<file path="config.mk">
export PLATFORM = sky130hd
export DESIGN_NAME = clock_set_core_gen2
export DESIGN_NICKNAME = d
export VERILOG_FILES = /design/src/rtl/clock_set_core_gen2.sv
export SDC_FILE = /design/constraint.sdc
export NUM_CORES = 1
export LEC_CHECK = 0
export ABC_AREA = 0
export CAP_MARGIN = 30
export CORE_MARGIN = 3
export CORE_UTILIZATION = 50
export CTS_BUF_LIST = sky130_fd_sc_hd__clkbuf_8
export DETAILED_ROUTE_END_ITERATION = 8
export MAX_ROUTING_LAYER = met4
export PLACE_DENSITY_LB_ADDON = 0.08
export RECOVER_POWER = 50
export SLEW_MARGIN = 10
export SYNTH_ARGS = -nofsm -noshare
export SYNTH_HDL_FRONTEND = slang
export SYNTH_SLANG_ARGS = --single-unit
</file>
<file path="constraint.sdc">
create_clock -name clk_50mhz -period 4.25 [get_ports clk_50mhz]
set_input_delay 0.85 -clock clk_50mhz [delete_from_list [all_inputs] [get_ports clk_50mhz]]
set_output_delay 0.85 -clock clk_50mhz [all_outputs]
set_load 0.02 [all_outputs]
</file>
<file path="src/rtl/clock_set_core_gen2.sv">
// Timekeeping and set-mode core for the 7-seg digital clock.
// Keeps BCD HH:MM:SS advanced by a 1 Hz prescaler, lets the user edit a shadow
// copy of the time with inc/dec keys (with auto-repeat), and maps the shown
// hour to 12 h form on request. Internal time is always 24 h BCD.
module clock_set_core_gen2 #(
    parameter int unsigned CLK_FREQ    = 50_000_000,
    parameter int unsigned REPEAT_DLY  = 25_000_000,
    parameter int unsigned REPEAT_RATE = 5_000_000,
    parameter logic [7:0]  RST_HH      = 8'h16,
    parameter logic [7:0]  RST_MM      = 8'h25,
    parameter logic [7:0]  RST_SS      = 8'h00
) (
    input  logic       clk_50mhz,
    input  logic       rst_n,
    input  logic       btn_set,
    input  logic       btn_sel,
    input  logic       btn_inc,
    input  logic       btn_dec,
    input  logic       mode_12h,
    output logic [7:0] disp_hh,
    output logic [7:0] disp_mm,
    output logic [7:0] disp_ss,
    output logic       pm,
    output logic       set_en,
    output logic [1:0] blink_sel,
    output logic       blink_on,
    output logic       tick_1hz
);

    localparam int unsigned PRESC_W  = (CLK_FREQ > 1) ? $clog2(CLK_FREQ) : 1;
    localparam int unsigned BLINK_TC = (CLK_FREQ / 4 > 0) ? CLK_FREQ / 4 : 1;
    localparam int unsigned BLINK_W  = (BLINK_TC > 1) ? $clog2(BLINK_TC) : 1;
    localparam int unsigned RPT_W    = (REPEAT_DLY > 1) ? $clog2(REPEAT_DLY) : 1;

    localparam logic [PRESC_W-1:0] PRESC_LAST = PRESC_W'(CLK_FREQ - 1);
    localparam logic [BLINK_W-1:0] BLINK_LAST = BLINK_W'(BLINK_TC - 1);
    localparam logic [RPT_W-1:0]   RPT_LAST   = RPT_W'(REPEAT_DLY - 1);
    localparam logic [RPT_W-1:0]   RPT_RELOAD = RPT_W'(REPEAT_DLY - REPEAT_RATE);

    typedef enum logic [1:0] {
        RUN    = 2'd0,
        SET_HH = 2'd1,
        SET_MM = 2'd2,
        SET_SS = 2'd3
    } state_t;

    // BCD increment that wraps from maxv back to 00.
    function automatic logic [7:0] bcdInc(input logic [7:0] v, input logic [7:0] maxv);
        if (v == maxv)          return 8'h00;
        else if (v[3:0] == 4'd9) return {v[7:4] + 4'd1, 4'd0};
        else                     return {v[7:4], v[3:0] + 4'd1};
    endfunction

    // BCD decrement that wraps from 00 to maxv; x0 borrows to (x-1)9.
    function automatic logic [7:0] bcdDec(input logic [7:0] v, input logic [7:0] maxv);
        if (v == 8'h00)          return maxv;
        else if (v[3:0] == 4'd0) return {v[7:4] - 4'd1, 4'd9};
        else                     return {v[7:4], v[3:0] - 4'd1};
    endfunction

    state_t             state_q;
    logic [3:0]         btnCur_q, btnPrev_q;
    logic [7:0]         liveHh_q, liveMm_q, liveSs_q;
    logic [7:0]         shHh_q, shMm_q, shSs_q;
    logic [PRESC_W-1:0] presc_q;
    logic [BLINK_W-1:0] blinkCnt_q;
    logic               blinkOn_q;
    logic               tick_q;
    logic               setEn_q;
    logic [1:0]         blinkSel_q;
    logic [RPT_W-1:0]   rptCnt_q;
    logic               rptArmed_q;

    logic       setRise, selRise, incLvl, decLvl, keyRise, rptFire, doStep;
    logic [7:0] fieldCur, fieldMax, fieldNext_d;
    logic [7:0] hh24;

    // Button edge detection, repeat timing and the value the current field would take.
    always_comb begin
        setRise  = btnCur_q[0] & ~btnPrev_q[0];
        selRise  = btnCur_q[1] & ~btnPrev_q[1];
        incLvl   = btnCur_q[2] & ~btnCur_q[3];
        decLvl   = btnCur_q[3] & ~btnCur_q[2];
        keyRise  = (incLvl & ~btnPrev_q[2]) | (decLvl & ~btnPrev_q[3]);
        rptFire  = rptArmed_q & (incLvl | decLvl) & (rptCnt_q == RPT_LAST);
        doStep   = keyRise | rptFire;
        fieldCur = shSs_q;
        fieldMax = 8'h59;
        case (state_q)
            SET_HH: begin fieldCur = shHh_q; fieldMax = 8'h23; end
            SET_MM: begin fieldCur = shMm_q; fieldMax = 8'h59; end
            default: ;
        endcase
        fieldNext_d = incLvl ? bcdInc(fieldCur, fieldMax) : bcdDec(fieldCur, fieldMax);
    end

    // Register each button once so rises are seen on clean synchronous levels.
    always_ff @(posedge clk_50mhz or negedge rst_n) begin
        if (!rst_n) begin
            btnCur_q  <= 4'b0000;
            btnPrev_q <= 4'b0000;
        end else begin
            btnCur_q  <= {btn_dec, btn_inc, btn_sel, btn_set};
            btnPrev_q <= btnCur_q;
        end
    end

    // Free-running 2 Hz blink square wave, independent of mode.
    always_ff @(posedge clk_50mhz or negedge rst_n) begin
        if (!rst_n) begin
            blinkCnt_q <= '0;
            blinkOn_q  <= 1'b1;
        end else if (blinkCnt_q == BLINK_LAST) begin
            blinkCnt_q <= '0;
            blinkOn_q  <= ~blinkOn_q;
        end else begin
            blinkCnt_q <= blinkCnt_q + BLINK_W'(1);
        end
    end

    // Main FSM: timekeeping in RUN, shadow editing with auto-repeat in the SET states.
    always_ff @(posedge clk_50mhz or negedge rst_n) begin
        if (!rst_n) begin
            state_q    <= RUN;
            liveHh_q   <= RST_HH;
            liveMm_q   <= RST_MM;
            liveSs_q   <= RST_SS;
            shHh_q     <= 8'h00;
            shMm_q     <= 8'h00;
            shSs_q     <= 8'h00;
            presc_q    <= '0;
            tick_q     <= 1'b0;
            setEn_q    <= 1'b0;
            blinkSel_q <= 2'b11;
            rptCnt_q   <= '0;
            rptArmed_q <= 1'b0;
        end else begin
            tick_q <= 1'b0;
            if (state_q == RUN) begin
                rptCnt_q   <= '0;
                rptArmed_q <= 1'b0;
                if (setRise) begin
                    state_q    <= SET_HH;
                    shHh_q     <= liveHh_q;
                    shMm_q     <= liveMm_q;
                    shSs_q     <= liveSs_q;
                    setEn_q    <= 1'b1;
                    blinkSel_q <= 2'b00;
                end else if (presc_q == PRESC_LAST) begin
                    presc_q  <= '0;
                    tick_q   <= 1'b1;
                    liveSs_q <= bcdInc(liveSs_q, 8'h59);
                    if (liveSs_q == 8'h59) begin
                        liveMm_q <= bcdInc(liveMm_q, 8'h59);
                        if (liveMm_q == 8'h59)
                            liveHh_q <= bcdInc(liveHh_q, 8'h23);
                    end
                end else begin
                    presc_q <= presc_q + PRESC_W'(1);
                end
            end else if (setRise) begin
                state_q    <= RUN;
                liveHh_q   <= shHh_q;
                liveMm_q   <= shMm_q;
                liveSs_q   <= shSs_q;
                presc_q    <= '0;
                setEn_q    <= 1'b0;
                blinkSel_q <= 2'b11;
                rptCnt_q   <= '0;
                rptArmed_q <= 1'b0;
            end else if (selRise) begin
                rptCnt_q   <= '0;
                rptArmed_q <= 1'b0;
                case (state_q)
                    SET_HH:  begin state_q <= SET_MM; blinkSel_q <= 2'b01; end
                    SET_MM:  begin state_q <= SET_SS; blinkSel_q <= 2'b10; end
                    default: begin state_q <= SET_HH; blinkSel_q <= 2'b00; end
                endcase
            end else begin
                if (keyRise) begin
                    rptCnt_q   <= '0;
                    rptArmed_q <= 1'b1;
                end else if (rptArmed_q && (incLvl || decLvl)) begin
                    rptCnt_q <= (rptCnt_q == RPT_LAST) ? RPT_RELOAD : rptCnt_q + RPT_W'(1);
                end else begin
                    rptCnt_q   <= '0;
                    rptArmed_q <= 1'b0;
                end
                if (doStep) begin
                    case (state_q)
                        SET_HH:  shHh_q <= fieldNext_d;
                        SET_MM:  shMm_q <= fieldNext_d;
                        default: shSs_q <= fieldNext_d;
                    endcase
                end
            end
        end
    end

    // Display source select and 12 h hour mapping (display only).
    always_comb begin
        hh24    = (state_q == RUN) ? liveHh_q : shHh_q;
        disp_mm = (state_q == RUN) ? liveMm_q : shMm_q;
        disp_ss = (state_q == RUN) ? liveSs_q : shSs_q;
        disp_hh = hh24;
        pm      = 1'b0;
        if (mode_12h) begin
            pm = (hh24 >= 8'h12);
            if (hh24 == 8'h00)
                disp_hh = 8'h12;
            else if (hh24 > 8'h12) begin
                if (hh24[7:4] == 4'd1)
                    disp_hh = {4'd0, hh24[3:0] - 4'd2};
                else if (hh24[3:0] < 4'd2)
                    disp_hh = {4'd0, hh24[3:0] + 4'd8};
                else
                    disp_hh = {4'd1, hh24[3:0] - 4'd2};
            end
        end
    end

    assign set_en    = setEn_q;
    assign blink_sel = blinkSel_q;
    assign blink_on  = blinkOn_q;
    assign tick_1hz  = tick_q;

endmodule
</file>
==> results.json <==
{
  "outcome": "complete, but fails checks",
  "violations": "capacitance limit, slew limit",
  "grt_overflow": 0,
  "p_per_area_nw_per_um2": 691.5,
  "place_ws_ps": 216.5,
  "layout_setup_ws_ps": 191.6,
  "critical_path_peak_fanout": 12,
  "grt_util_all_layers_pct": 22.58,
  "die_x_um": 132.9,
  "multi_input_area_um2": 4354,
  "final_nets": 984,
  "gr-usage-met1_pct": 31.04,
  "root_buffer": "clkbuf_8",
  "required_ps": 3400,
  "yosysWarningCount": 0,
  "synth_seq_area_share_pct": 43.37,
  "reg2reg_from": "state_q[0]$_DFFE_PN0P_",
  "finalSetupViolCount": 0,
  "ir_worst_vdd_uv": 356.5,
  "cts_hold_buf": 0,
  "dpl.hpwl_um": 13760,
  "rsz0062_at_grt": "no",
  "h-tree-depth": 4,
  "fmax_mhz": 246.4,
  "synthDistinctLibCells": 65,
  "finalHoldViolCount": 0,
  "async_flop_share_pct": 100.0,
  "syn_area_um2": 8046,
  "grt_start_max_net_pins": 60,
  "hp-class": "register to register",
  "hold_start": "btnCur_q[0]$_DFF_PN0_",
  "rows": 45,
  "routed_wl_um": 18860,
  "start_util_pct": 51.97,
  "grtUsageMet2_pct": 34.20,
  "relSlewSlack_pct": -113.1,
  "die_area_um2": 17650,
  "start_kind": "register",
  "hold_path_end": "btnPrev_q[0]$_DFF_PN0_",
  "num-fill-cells": 1356,
  "reg2reg_depth": 14,
  "postRouteAntennaNets": 0,
  "endpoint_kind": "output port",
  "clock_sinks": 139,
  "grt.busiest_layer": "met2",
  "cts_made_buffers": 17,
  "drive_gt1_share_pct": 9.138,
  "port_buffers": 36,
  "drc": 0,
  "seq_area_um2": 3490,
  "fin_worst_skew_ps": 9.655,
  "cts_buffer_depth": 2,
  "syn_area_per_cell_um2": 8.823,
  "synth-edff-count": 0,
  "synth.net_count": 946,
  "cts_tree": "done",
  "period_minus_slack_ps": 4058,
  "area.growth.synth_to_final_pct": 13.17,
  "holdPathStages": 0,
  "clock_latency_ps": 450,
  "n_antenna_cell": 0,
  "io-pin-count": 37,
  "synthFlopType": "dfrtp_1",
  "coreArea_um2": 15480,
  "grt_pass1_wl_um": 31790,
  "criticalPathCategory": "register to output port",
  "grt_pass1_vias": 6401,
  "vias": 6757,
  "viasPerCell": 5.756,
  "die_h_um": 132.9,
  "netlist_instances": 912,
  "synth_seq_cells": 139,
  "worst_pin_slew_ps": 3196,
  "r2r_slack_ps": 660,
  "critical_path_arrival_ps": 3210,
  "fin_tns_setup_ps": 0,
  "avgRoutedWirePerCell_um": 16.06,
  "cts.clk_slew.worst_paths_ps": 80,
  "gr-usage-met3_pct": 4.601,
  "antenna_found_initial": 0,
  "drv_cap": 1,
  "drt_iter0_markers": 455,
  "place_congestion": 0.8628,
  "first_pass_iters": 5,
  "slew_viol_final": 57,
  "r2r_end": "shSs_q[1]$_DFFE_PN0P_",
  "leakage_nw": 3.895,
  "whs_ps": 381.7,
  "post-route-period-util_pct": 95.49
}
==> report_power, final <==
part	total, W	internal, W	switching (W)	leakage [nW]
sequential	0.00194	0.00160	0.000349	1.81
clock	0.00104	0.000527	0.000517	0.202
combinational	0.00331	0.00132	0.00199	1.88
total	0.00630	0.00344	0.00286	3.90
==> timing repair <==
item	4_1_cts	5_1_grt
setup buffers	0	0
gates resized for setup	6	12
setup endpoints to repair	5	6
pin swaps	1	0
==> cell type report <==
type	instances	share of cell area [%]
repair buffers	52	5.551
inverters	30	1.237
flip-flops and latches	139	38.32
multi-input cells	710	47.82
clock inverters	14	1.456
well taps	211	2.899
clock buffers	18	2.721
==> through the flow <==
step / cell area, um^2 / utilization, % / cells / power (W)
2_1_floorplan: 8046 / - / 912 / 0.004099
3_3_place_gp: 8627 / 55.72 / 1138 / 0.005112
3_5_place_dp: 8681 / 56.06 / 1142 / 0.005197
4_1_cts: 9081 / 58.65 / 1174 / 0.006295
5_1_grt: 9106 / 58.81 / 1174 / 0.006761
6_report: 9106 / 58.81 / 1174 / 0.006297
==> cells in the final DEF (no fill, tap or decap), drive strengths merged, types with 5 or more instances in the layout <==
master,count
mux2,9
and2,9
o31ai,28
ha,27
dfrtp,130
and3,18
nor4,10
nor2,114
o21a,7
a211oi,5
a21o,9
nand3b,5
nor3,12
nand4,23
clkdlybuf4s50,27
buf,15
a22oi,10
nor4b,5
a21oi,47
nand2b,8
clkbuf,20
xor2,35
xnor2,26
nor2b,17
o21ai,63
and4,6
mux2i,8
or3,7
nand3,39
dfstp,9
clkinv,7
inv,33
a31oi,5
nand2,114
==> how the worst max path moves through the flow <==
| stage | from | to | slack (ps) | cells after the start |
|---|---|---|---|---|
| after global placement | state_q[0]$_DFFE_PN0P_ | disp_hh[6] | 440 | 10 |
| final | state_q[0]$_DFFE_PN0P_ | disp_hh[1] | 190 | 10 |
| after CTS | state_q[1]$_DFFE_PN0P_ | disp_hh[7] | 20 | 11 |
| after detailed placement | state_q[0]$_DFFE_PN0P_ | disp_hh[7] | 220 | 10 |
| after floorplan | state_q[0]$_DFFE_PN0P_ | disp_hh[2] | 690 | 8 |
| after global routing | state_q[1]$_DFFE_PN0P_ | disp_hh[1] | 0.1 | 10 |
==> logic make-up (layout without fill, tap and decap cells) <==
family / count (synthesis) / after routing / synth area share [%]
adder cells (fa/ha/maj): 27 / 27 / 4.198
flip-flops: 139 / 139 / 43.37
AO/OA/AOI/OAI: 206 / 206 / 16.48
multiplexers: 17 / 17 / 2.255
AND/OR/NAND/NOR: 399 / 399 / 23.95
XOR/XNOR: 61 / 61 / 6.640
buffers and inverters: 63 / 114 / 3.110
==> Yosys cell counts (all sizes together), types with 2 or more instances <==
| cell | instances | share of area [%] |
|---|---|---|
| a211oi | 5 | 0.59 |
| a21boi | 4 | 0.37 |
| a21o | 9 | 0.84 |
| a21oi | 47 | 3.0 |
| a221oi | 3 | 0.48 |
| a22o | 4 | 0.44 |
| a22oi | 10 | 0.93 |
| a311oi | 2 | 0.30 |
| a31oi | 5 | 0.39 |
| and2 | 9 | 0.73 |
| and3 | 18 | 1.4 |
| and4 | 6 | 0.65 |
| buf | 7 | 0.50 |
| clkbuf | 26 | 1.2 |
| dfrtp | 130 | 40 |
| dfstp | 9 | 2.9 |
| ha | 27 | 4.2 |
| inv | 30 | 1.4 |
| mux2 | 9 | 1.3 |
| mux2i | 8 | 1.0 |
| nand2 | 114 | 5.3 |
| nand2b | 8 | 0.62 |
| nand3 | 39 | 2.4 |
| nand3b | 5 | 0.47 |
| nand4 | 23 | 1.8 |
| nor2 | 114 | 5.3 |
| nor2b | 17 | 1.3 |
| nor3 | 12 | 0.75 |
| nor3b | 4 | 0.37 |
| nor4 | 10 | 0.86 |
| nor4b | 5 | 0.54 |
| o211ai | 3 | 0.28 |
| o21a | 7 | 0.65 |
| o21ai | 63 | 3.9 |
| o22ai | 4 | 0.31 |
| o2bb2ai | 2 | 0.22 |
| o31ai | 28 | 2.6 |
| o32ai | 2 | 0.22 |
| or3 | 7 | 0.54 |
| or4 | 4 | 0.37 |
| xnor2 | 26 | 2.8 |
| xor2 | 35 | 3.8 |
==> flip-flops by register name (all words and copies together), names as in the netlist <==
register and cells:
blinkCnt_q 24, blink_on 1, blink_sel 2, btnCur_q 4
btnPrev_q 4, liveHh_q 8, liveMm_q 8, liveSs_q 8
presc_q 26, rptArmed_q 1, rptCnt_q 25, set_en 1
shHh_q 8, shMm_q 8, shSs_q 8, state_q 2
tick_1hz 1
==> critical path: stages, from the launching register on <==
cell             delay (ps)
dfrtp_1                 410
inv_1                   140
ha_2                    230
inv_1                   210
nor2_2                  230
a21oi_2                 140
or3_1                   430
mux2i_1                 160
nand2_1                  70
o21ai_0                 100
clkdlybuf4s50_1         630
==> layer usage <==
metal,vias up,share of wire (%)
li1,3308,-
met1,3300,48
met2,128,47
met3,21,3.7
met4,0,1.2
met5,-,0
No activity file was read; power rests on OpenSTA's default activity.
